**src/rtl/keypad_scanner.sv**
```systemverilog
// Matrix keypad scanner: round-robin active-low row drive, two-flop column
// synchroniser, per-scan single-key detection and multi-scan debounce with
// registered key code and one-cycle press/release strobes.
module keypad_scanner #(
  parameter int NUM_ROWS       = 3,
  parameter int NUM_COLS       = 3,
  parameter int ROW_PERIOD     = 130000,
  parameter int DEBOUNCE_SCANS = 3,
  parameter int CODE_W         = 4
) (
  input  logic                hwclk,
  input  logic                rst_n,
  input  logic                scan_en,
  output logic [NUM_ROWS-1:0] row_n,
  input  logic [NUM_COLS-1:0] col_n,
  output logic [CODE_W-1:0]   key_code,
  output logic                key_valid,
  output logic                key_release,
  output logic                key_held
);

  localparam int CNT_W = $clog2(ROW_PERIOD);
  localparam int ROW_W = (NUM_ROWS > 1) ? $clog2(NUM_ROWS) : 1;
  localparam int STB_W = $clog2(DEBOUNCE_SCANS + 1);

  localparam logic [CNT_W-1:0]    CNT_LAST = CNT_W'(ROW_PERIOD - 1);
  localparam logic [ROW_W-1:0]    ROW_LAST = ROW_W'(NUM_ROWS - 1);
  localparam logic [STB_W-1:0]    STB_MAX  = STB_W'(DEBOUNCE_SCANS);
  localparam logic [NUM_ROWS-1:0] ROW_RST  = ~(NUM_ROWS'(1));

  // Number of pressed keys seen so far in a scan; only none/one/many matters.
  typedef enum logic [1:0] {
    HITS_NONE,
    HITS_ONE,
    HITS_MANY
  } hits_e;

  function automatic hits_e hits_add(input hits_e a, input hits_e b);
    if (a == HITS_NONE) return b;
    if (b == HITS_NONE) return a;
    return HITS_MANY;
  endfunction

  function automatic logic [NUM_ROWS-1:0] row_drive(input logic [ROW_W-1:0] idx);
    logic [NUM_ROWS-1:0] drv;
    drv = '1;
    for (int unsigned r = 0; r < NUM_ROWS; r++) begin
      if (idx == ROW_W'(r)) drv[r] = 1'b0;
    end
    return drv;
  endfunction

  logic [CNT_W-1:0]    cnt_q, cnt_d;
  logic [ROW_W-1:0]    row_idx_q, row_idx_d;
  logic [NUM_ROWS-1:0] row_n_q, row_n_d;
  logic [NUM_COLS-1:0] sync1_q, sync1_d, sync2_q, sync2_d;
  logic                en_q, en_d;
  hits_e               acc_hits_q, acc_hits_d;
  logic [CODE_W-1:0]   acc_code_q, acc_code_d;
  logic [CODE_W-1:0]   cand_q, cand_d;
  logic [STB_W-1:0]    stable_q, stable_d;
  logic [CODE_W-1:0]   key_code_q, key_code_d;
  logic                key_valid_q, key_valid_d;
  logic                key_release_q, key_release_d;

  hits_e               row_hits, tot_hits;
  logic [CODE_W-1:0]   row_code, sel_code, scan_result;
  logic [ROW_W-1:0]    row_next;

  // Pressed keys on the currently driven row, from the synchronised columns.
  always_comb begin
    row_hits = HITS_NONE;
    row_code = '0;
    for (int unsigned c = 0; c < NUM_COLS; c++) begin
      if (!sync2_q[c]) begin
        row_hits = (row_hits == HITS_NONE) ? HITS_ONE : HITS_MANY;
        row_code = CODE_W'(32'(row_idx_q) * 32'(NUM_COLS) + c + 32'd1);
      end
    end
  end

  // Row sequencing, scan accumulation, debounce and commit.
  always_comb begin
    cnt_d         = cnt_q;
    row_idx_d     = row_idx_q;
    row_n_d       = row_n_q;
    sync1_d       = col_n;
    sync2_d       = sync1_q;
    en_d          = scan_en;
    acc_hits_d    = acc_hits_q;
    acc_code_d    = acc_code_q;
    cand_d        = cand_q;
    stable_d      = stable_q;
    key_code_d    = key_code_q;
    key_valid_d   = 1'b0;
    key_release_d = 1'b0;
    row_next      = (row_idx_q == ROW_LAST) ? '0 : row_idx_q + ROW_W'(1);
    tot_hits      = hits_add(acc_hits_q, row_hits);
    sel_code      = (row_hits != HITS_NONE) ? row_code : acc_code_q;
    scan_result   = '0;

    if (!scan_en) begin
      row_n_d = '1;
    end else if (!en_q) begin
      // First enabled cycle after a freeze: re-drive the held row and start its
      // dwell from zero once the drive is actually on the pins; the partial
      // scan is dropped.
      cnt_d      = '0;
      acc_hits_d = HITS_NONE;
      acc_code_d = '0;
      row_n_d    = row_drive(row_idx_q);
    end else if (cnt_q == CNT_LAST) begin
      cnt_d     = '0;
      row_idx_d = row_next;
      row_n_d   = row_drive(row_next);
      if (row_idx_q == ROW_LAST) begin
        scan_result = (tot_hits == HITS_ONE) ? sel_code : '0;
        acc_hits_d  = HITS_NONE;
        acc_code_d  = '0;
        if (scan_result == cand_q) begin
          if (stable_q != STB_MAX) stable_d = stable_q + STB_W'(1);
        end else begin
          cand_d   = scan_result;
          stable_d = STB_W'(1);
        end
        if (stable_d == STB_MAX && cand_d != key_code_q) begin
          key_code_d    = cand_d;
          key_valid_d   = |cand_d;
          key_release_d = |key_code_q;
        end
      end else begin
        acc_hits_d = tot_hits;
        acc_code_d = sel_code;
      end
    end else begin
      cnt_d = cnt_q + CNT_W'(1);
    end
  end

  // State registers.
  always_ff @(posedge hwclk or negedge rst_n) begin
    if (!rst_n) begin
      cnt_q         <= '0;
      row_idx_q     <= '0;
      row_n_q       <= ROW_RST;
      sync1_q       <= '1;
      sync2_q       <= '1;
      en_q          <= 1'b1;
      acc_hits_q    <= HITS_NONE;
      acc_code_q    <= '0;
      cand_q        <= '0;
      stable_q      <= '0;
      key_code_q    <= '0;
      key_valid_q   <= 1'b0;
      key_release_q <= 1'b0;
    end else begin
      cnt_q         <= cnt_d;
      row_idx_q     <= row_idx_d;
      row_n_q       <= row_n_d;
      sync1_q       <= sync1_d;
      sync2_q       <= sync2_d;
      en_q          <= en_d;
      acc_hits_q    <= acc_hits_d;
      acc_code_q    <= acc_code_d;
      cand_q        <= cand_d;
      stable_q      <= stable_d;
      key_code_q    <= key_code_d;
      key_valid_q   <= key_valid_d;
      key_release_q <= key_release_d;
    end
  end

  assign row_n       = row_n_q;
  assign key_code    = key_code_q;
  assign key_valid   = key_valid_q;
  assign key_release = key_release_q;
  assign key_held    = |key_code_q;

endmodule
```
**config.mk**
```make
export PLATFORM = sky130hd
export DESIGN_NAME = keypad_scanner
export DESIGN_NICKNAME = d
export VERILOG_FILES = /design/src/rtl/keypad_scanner.sv
export SDC_FILE = /design/constraint.sdc
export NUM_CORES = 1
export LEC_CHECK = 0
export ABC_CLOCK_PERIOD_IN_PS = 2750
export CAP_MARGIN = 20
export CORE_UTILIZATION = 45
export DETAILED_ROUTE_END_ITERATION = 10
export GPL_TIMING_DRIVEN = 0
export PLACE_DENSITY = 0.72
export RECOVER_POWER = 100
export SLEW_MARGIN = 40
export SYNTH_ARGS = -nofsm -noshare
export SYNTH_HDL_FRONTEND = slang
export SYNTH_SLANG_ARGS = --single-unit
export TNS_END_PERCENT = 1
```
**constraint.sdc**
```tcl
create_clock -name hwclk -period 2.75 [get_ports hwclk]
set_input_delay 0.825 -clock hwclk [delete_from_list [all_inputs] [get_ports hwclk]]
set_output_delay 0.825 -clock hwclk [all_outputs]
set_load 0.05 [all_outputs]
```
## Yosys cells after proc, flatten, opt, wreduce, memory -nomap -nowiden

Cells that the tools add are included.

- $add $sub $neg: 7
- $mul: 1
- Eq/ne operators: 12
- Multiplexer cells: 56
- Reduce and logical (&&, ||, !) cells: 14

Operators by type and width:

| cell | number |
|---|---|
| two-way mux 4 bit | 13 |
| two-way mux 2 bit | 18 |
| two-way mux 17 bit | 2 |
| two-way mux 1 bit | 20 |
| adder 17 x 1 -> 17 bit (second input constant) | 1 |
| == test 17 bit (second input constant) | 1 |
| adder 4 x 1 -> 4 bit (second input constant) | 3 |
| zero test 2 bit | 6 |
| two-way mux 3 bit | 3 |
| OR reduction 4 bit | 2 |
| == test 2 x 1 -> 1 bit (second input constant) | 3 |
| == test 2 bit (second input constant) | 3 |
| AND reduction 5 bit | 1 |
| adder 2 x 1 -> 2 bit (second input constant) | 2 |
| adder 4 x 2 -> 4 bit (second input constant) | 1 |
| == test 4 bit | 1 |
| multiplier 2 x 2 -> 4 bit (second input constant) | 1 |
| inequality test 4 bit | 1 |
| AND reduction 4 bit | 1 |
| inequality test 3 x 2 -> 1 bit (second input constant) | 1 |
| AND reduction 3 bit | 1 |
| inequality test 2 x 1 -> 1 bit (second input constant) | 1 |
| inequality test 2 bit (second input constant) | 1 |
| AND reduction 2 bit | 1 |
| other kinds (2) | 2 |

- Flip-flop bits (word level): 47
- Bits of input ports: 6
- Output and inout port bits: 10

## Logic depth before layout (Yosys ltp)

- Word-level depth: 27
- Mapped depth: 10
- Mapped depth without buffers: 9

## Least setup slack after synthesis

No wires, ideal clock.

- Path type: register -> register
- From: register sync2_q[1]
- To: register key_code_q[1], in the netlist key_code[1]
- Data arrival time: 2.822 ns
- Required time: 2.622 ns
- Setup slack: -0.199 ns
- Stages on the path, launching flop included: 10
- Path buffers: 0
- Period minus slack after synthesis: 2.949 ns
- Path through: dfstp_2 inv_1 ha_1 xnor2_1 o31ai_1 o21ai_1 o21bai_1 xnor2_2 nor4b_4 mux2_1

- Word-level cells in the longest chain between the ends: 20
- Elaborated cells on any way between the ends: 32

Ends and longest elaborated chain:

| item | line | RTL |
|---|---|---|
| start, declared | 56 | `logic [NUM_COLS-1:0] sync1_q, sync1_d, sync2_q, sync2_d;` |
| start signal, assigned | 161 | `sync2_q <= sync2_d;` |
| two-way mux 2 bit | 75 | `if (!sync2_q[c]) begin` |
| zero test 2 bit | 76 | `row_hits = (row_hits == HITS_NONE) ? HITS_ONE : HITS_MANY;` |
| two-way mux 2 bit | 76 |  |
| two-way mux 2 bit | 75 |  |
| zero test 2 bit | 40 | `if (b == HITS_NONE) return a;` |
| two-way mux 1 bit (2 in series) | 40 |  |
| two-way mux 2 bit | 41 | `return HITS_MANY;` |
| two-way mux 2 bit | 40 |  |
| [3 not listed] | - |  |
| two-way mux 4 bit or two-way mux 2 bit (tied branches) | 120 | `if (scan_result == cand_q) begin` |
| two-way mux 4 bit or two-way mux 2 bit (tied branches) | 116 | `if (row_idx_q == ROW_LAST) begin` |
| two-way mux 4 bit or two-way mux 2 bit (tied branches) | 112 | `end else if (cnt_q == CNT_LAST) begin` |
| two-way mux 4 bit or two-way mux 2 bit (tied branches) | 104 | `end else if (!en_q) begin` |
| two-way mux 4 bit or two-way mux 2 bit (tied branches) | 102 | `if (!scan_en) begin` |
| inequality test 4 bit or == test 2 bit (tied branches) | 126 | `if (stable_d == STB_MAX && cand_d != key_code_q) begin` |
| logical AND 1 bit | 126 |  |
| AND reduction 5 bit (no line) | - |  |
| end signal, assigned | 167 | `key_code_q <= key_code_d;` |
| end, declared | 62 | `logic [CODE_W-1:0] key_code_q, key_code_d;` |

Every way passes the cells marked *; elsewhere a longest branch is shown, timed or not. The select of a mux whose other input is x is not followed.
A chain may end at the register's enable or synchronous reset.

## Final worst setup path

Same ends and word-level chain as after synthesis.

==> flow_summary.ini <==
[status]
status = finished, violations left
violations = negative setup slack

[cells_and_area]
n_antenna_cell = 0
multi_input_area_um2 = 1440
area_growth_pct = 19.9
layout_commonest_cell = dfrtp_1
fillers = 513
stdcell_count = 364
final_area_um2 = 3110
layout_common_cells = dfrtp_1 (37), nor2_1 (29), nand2_1 (26), dlygate4sd3_1 (13), xor2_1 (12)
finish.net_count = 308
final_layout_size_suffix_gt1_share_pct = 21.6
seq_area_um2 = 1190

[placement]
numPortBuffers = 15
post_dp_cell_area_um2 = 2880
numPlacedInstances = 347
dp_hpwl_um = 3410
place_congestion = 0.779

[timing]
slew_headroom_pct = 20.7
slew_viol_final = 0
setup_viol = 6
hold_slack_ps = 359
hold_violations = 0
setup_slack_ps = -53.8
tightestPinTransition_ps = 1190
max_freq_mhz = 357
rsz0062_at_grt = yes
period_needed_ps = 2800
setup_tns_ps = -269
fin_crit_sh_pct = 102
fin_skew_ps = 3.72

[yosys]
synthCells = 259
synth-seq-area-share_pct = 45.7
avgSynthCellArea_um2 = 10.0
synth_edf_count = 0
synth_seq_cells = 47
netlist_area_um2 = 2600
synth_nets = 276
synth-async-reset-ratio_pct = 100
ys_types = 54
yosysWarnings = 0
synthFlopType = dfrtp_1

[worst_setup_path]
start_kind = flip-flop
critPathKind = reg2reg
cp.required_ps = 2930
worstPathArrival_ps = 2980
cp-end-kind = flip-flop
cp_max_fo = 4

[cts]
cts.clk_slew.worst_paths_ps = 80
htreeDepth = 2
clock-sinks = 47
hold_buffers = 0
clkLatencyLatePin_ps = 290
root_buffer = clkbuf_8
cts_buffers = 5
clockBufferDepth = 2
cts_tree = done

[global_routing]
grt_max_degree = 26
grt_pass1_wl_um = 8360
grt_antenna_before_repair = 0
grt_overflow_total = 0
grt_usage_pct = 17.2
grt_pass1_vias = 1777

[route]
post_drt_wl_per_cell_um = 13.1
routed_wl_um = 4760
drc_errors = 0
drtIter0Drc = 88
vias = 1909
dr.pass1.iters = 4
via_per_inst = 5.24
antenna_left = 0

[floorplanning]
die_w_um = 78.0
core_area_um2 = 5540
die_area_um2 = 6080
die_h_um = 78.0
num_io_pins = 16
rows = 27
start_util_pct = 46.9

[hold_path]
hp-class = reg2reg

[pwr]
ir_drop_uv = 307
p_leak_nw = 1.29
p_per_area_nw_per_um2 = 425
power_w = 0.00132

[run]
max_cap_viol_count = 0
[power by group]
part	internal [W]	switching, W
combinational	0.0000634	0.0000858
sequential	0.000707	0.0000120
clock	0.000230	0.000225
[worst paths after layout]
check	start	end	slack (ps)	cells after the start
worst max register to register	sync2_q[1]$_DFF_PN1_	key_code[1]$_DFFE_PN0P_	-50	9
worst min-delay path	sync1_q[2]$_DFF_PN1_	sync2_q[2]$_DFF_PN1_	360	0
worst min register to register	sync1_q[2]$_DFF_PN1_	sync2_q[2]$_DFF_PN1_	360	0
min in group asynchronous	rst_n	cnt_q[9]$_DFFE_PN0P_	750	1
worst max-delay path	sync2_q[1]$_DFF_PN1_	key_code[1]$_DFFE_PN0P_	-50	9
max in group asynchronous	rst_n	row_idx_q[0]$_DFFE_PN0P_	760	2
[cell type report]
type	instances	area share, %
tap	72	2.90
clock buffer	8	3.22
sequential	47	38.2
multi-input combinational	192	46.2
buffer	6	0.804
inverter	13	1.57
timing repair buffer	26	7.16
[critical path, stage by stage (launching register included)]
cell	delay, ps
dfstp_2	580
inv_2	60
ha_4	250
or3b_4	420
or2_4	270
o211ai_4	100
xor2_2	200
nand2_4	80
nor4b_4	400
mux2_4	330
[per-layer routing]
metal  global-route usage, %  routed length, um  vias up
met5                       0                  0        -
met4                    2.78                 19        0
met3                    3.53                145        2
met2                    28.3               2330       25
met1                    23.8               2270      925
li1                        -                  -      957
[what timing repair did]
item | 4_1_cts | 5_1_grt
hold endpoints to repair | 0 | 0
endpoints found under the setup margin | 13 | 23
gates resized for setup | 10 | 12
setup buffers | 3 | 7
pin swaps | 1 | 8
[kinds of logic (layout without fill, tap and decap cells)]
kind of cell	Yosys count	in the layout	share of synthesized area, %
fa+ha+maj	11	11	5.30
simple gates	108	108	23.0
xor+xnor	25	25	8.72
buf+inv	20	53	2.99
flops	47	47	45.7
mux	8	8	3.33
compound gates	40	40	10.9
[stage by stage]
step / utilization, % / setup WS (ps)
after global routing: 56.2 / -173
final: 56.2 / -53.8
after detailed placement: 51.9 / -360
after floorplan: - / 20.4
after global placement: 51.6 / -485
after CTS: 54.9 / -72.1
[flip-flops by register name, indices dropped and copies added, names as in the netlist, 3 cells and up]
register / flops
sync1_q: 3
row_n: 3
sync2_q: 3
key_code: 4
cnt_q: 17
acc_code_q: 4
cand_q: 4
[synth_stat cells (2+ instances only)]
master	instances	share of area, %
o211ai_1	4	1.2
nand3_1	5	0.96
o21bai_1	2	0.58
o31ai_1	2	0.58
inv_1	13	1.9
and2_1	2	0.48
nand2_2	3	0.72
mux2i_1	3	1.2
xnor2_1	10	3.4
ha_1	11	5.3
clkbuf_1	5	0.72
mux2_2	2	0.87
nand4b_1	2	0.67
nand4_1	8	1.9
nor2_1	30	4.3
nand2_1	26	3.8
a21oi_1	5	0.96
a31oi_1	2	0.48
nor3_1	4	0.77
dfstp_2	9	9.1
nand2b_1	5	1.2
mux2_1	3	1.3
o21ai_0	8	1.5
nand3b_1	2	0.58
nor3b_1	2	0.58
o21ai_1	4	0.77
dfrtp_1	38	37
o211ai_2	2	0.96
buf_2	2	0.39
or4_1	4	1.2
a22o_1	4	1.3
xor2_1	14	4.7
or2_0	2	0.48
No activity file was read; power rests on OpenSTA's default activity.
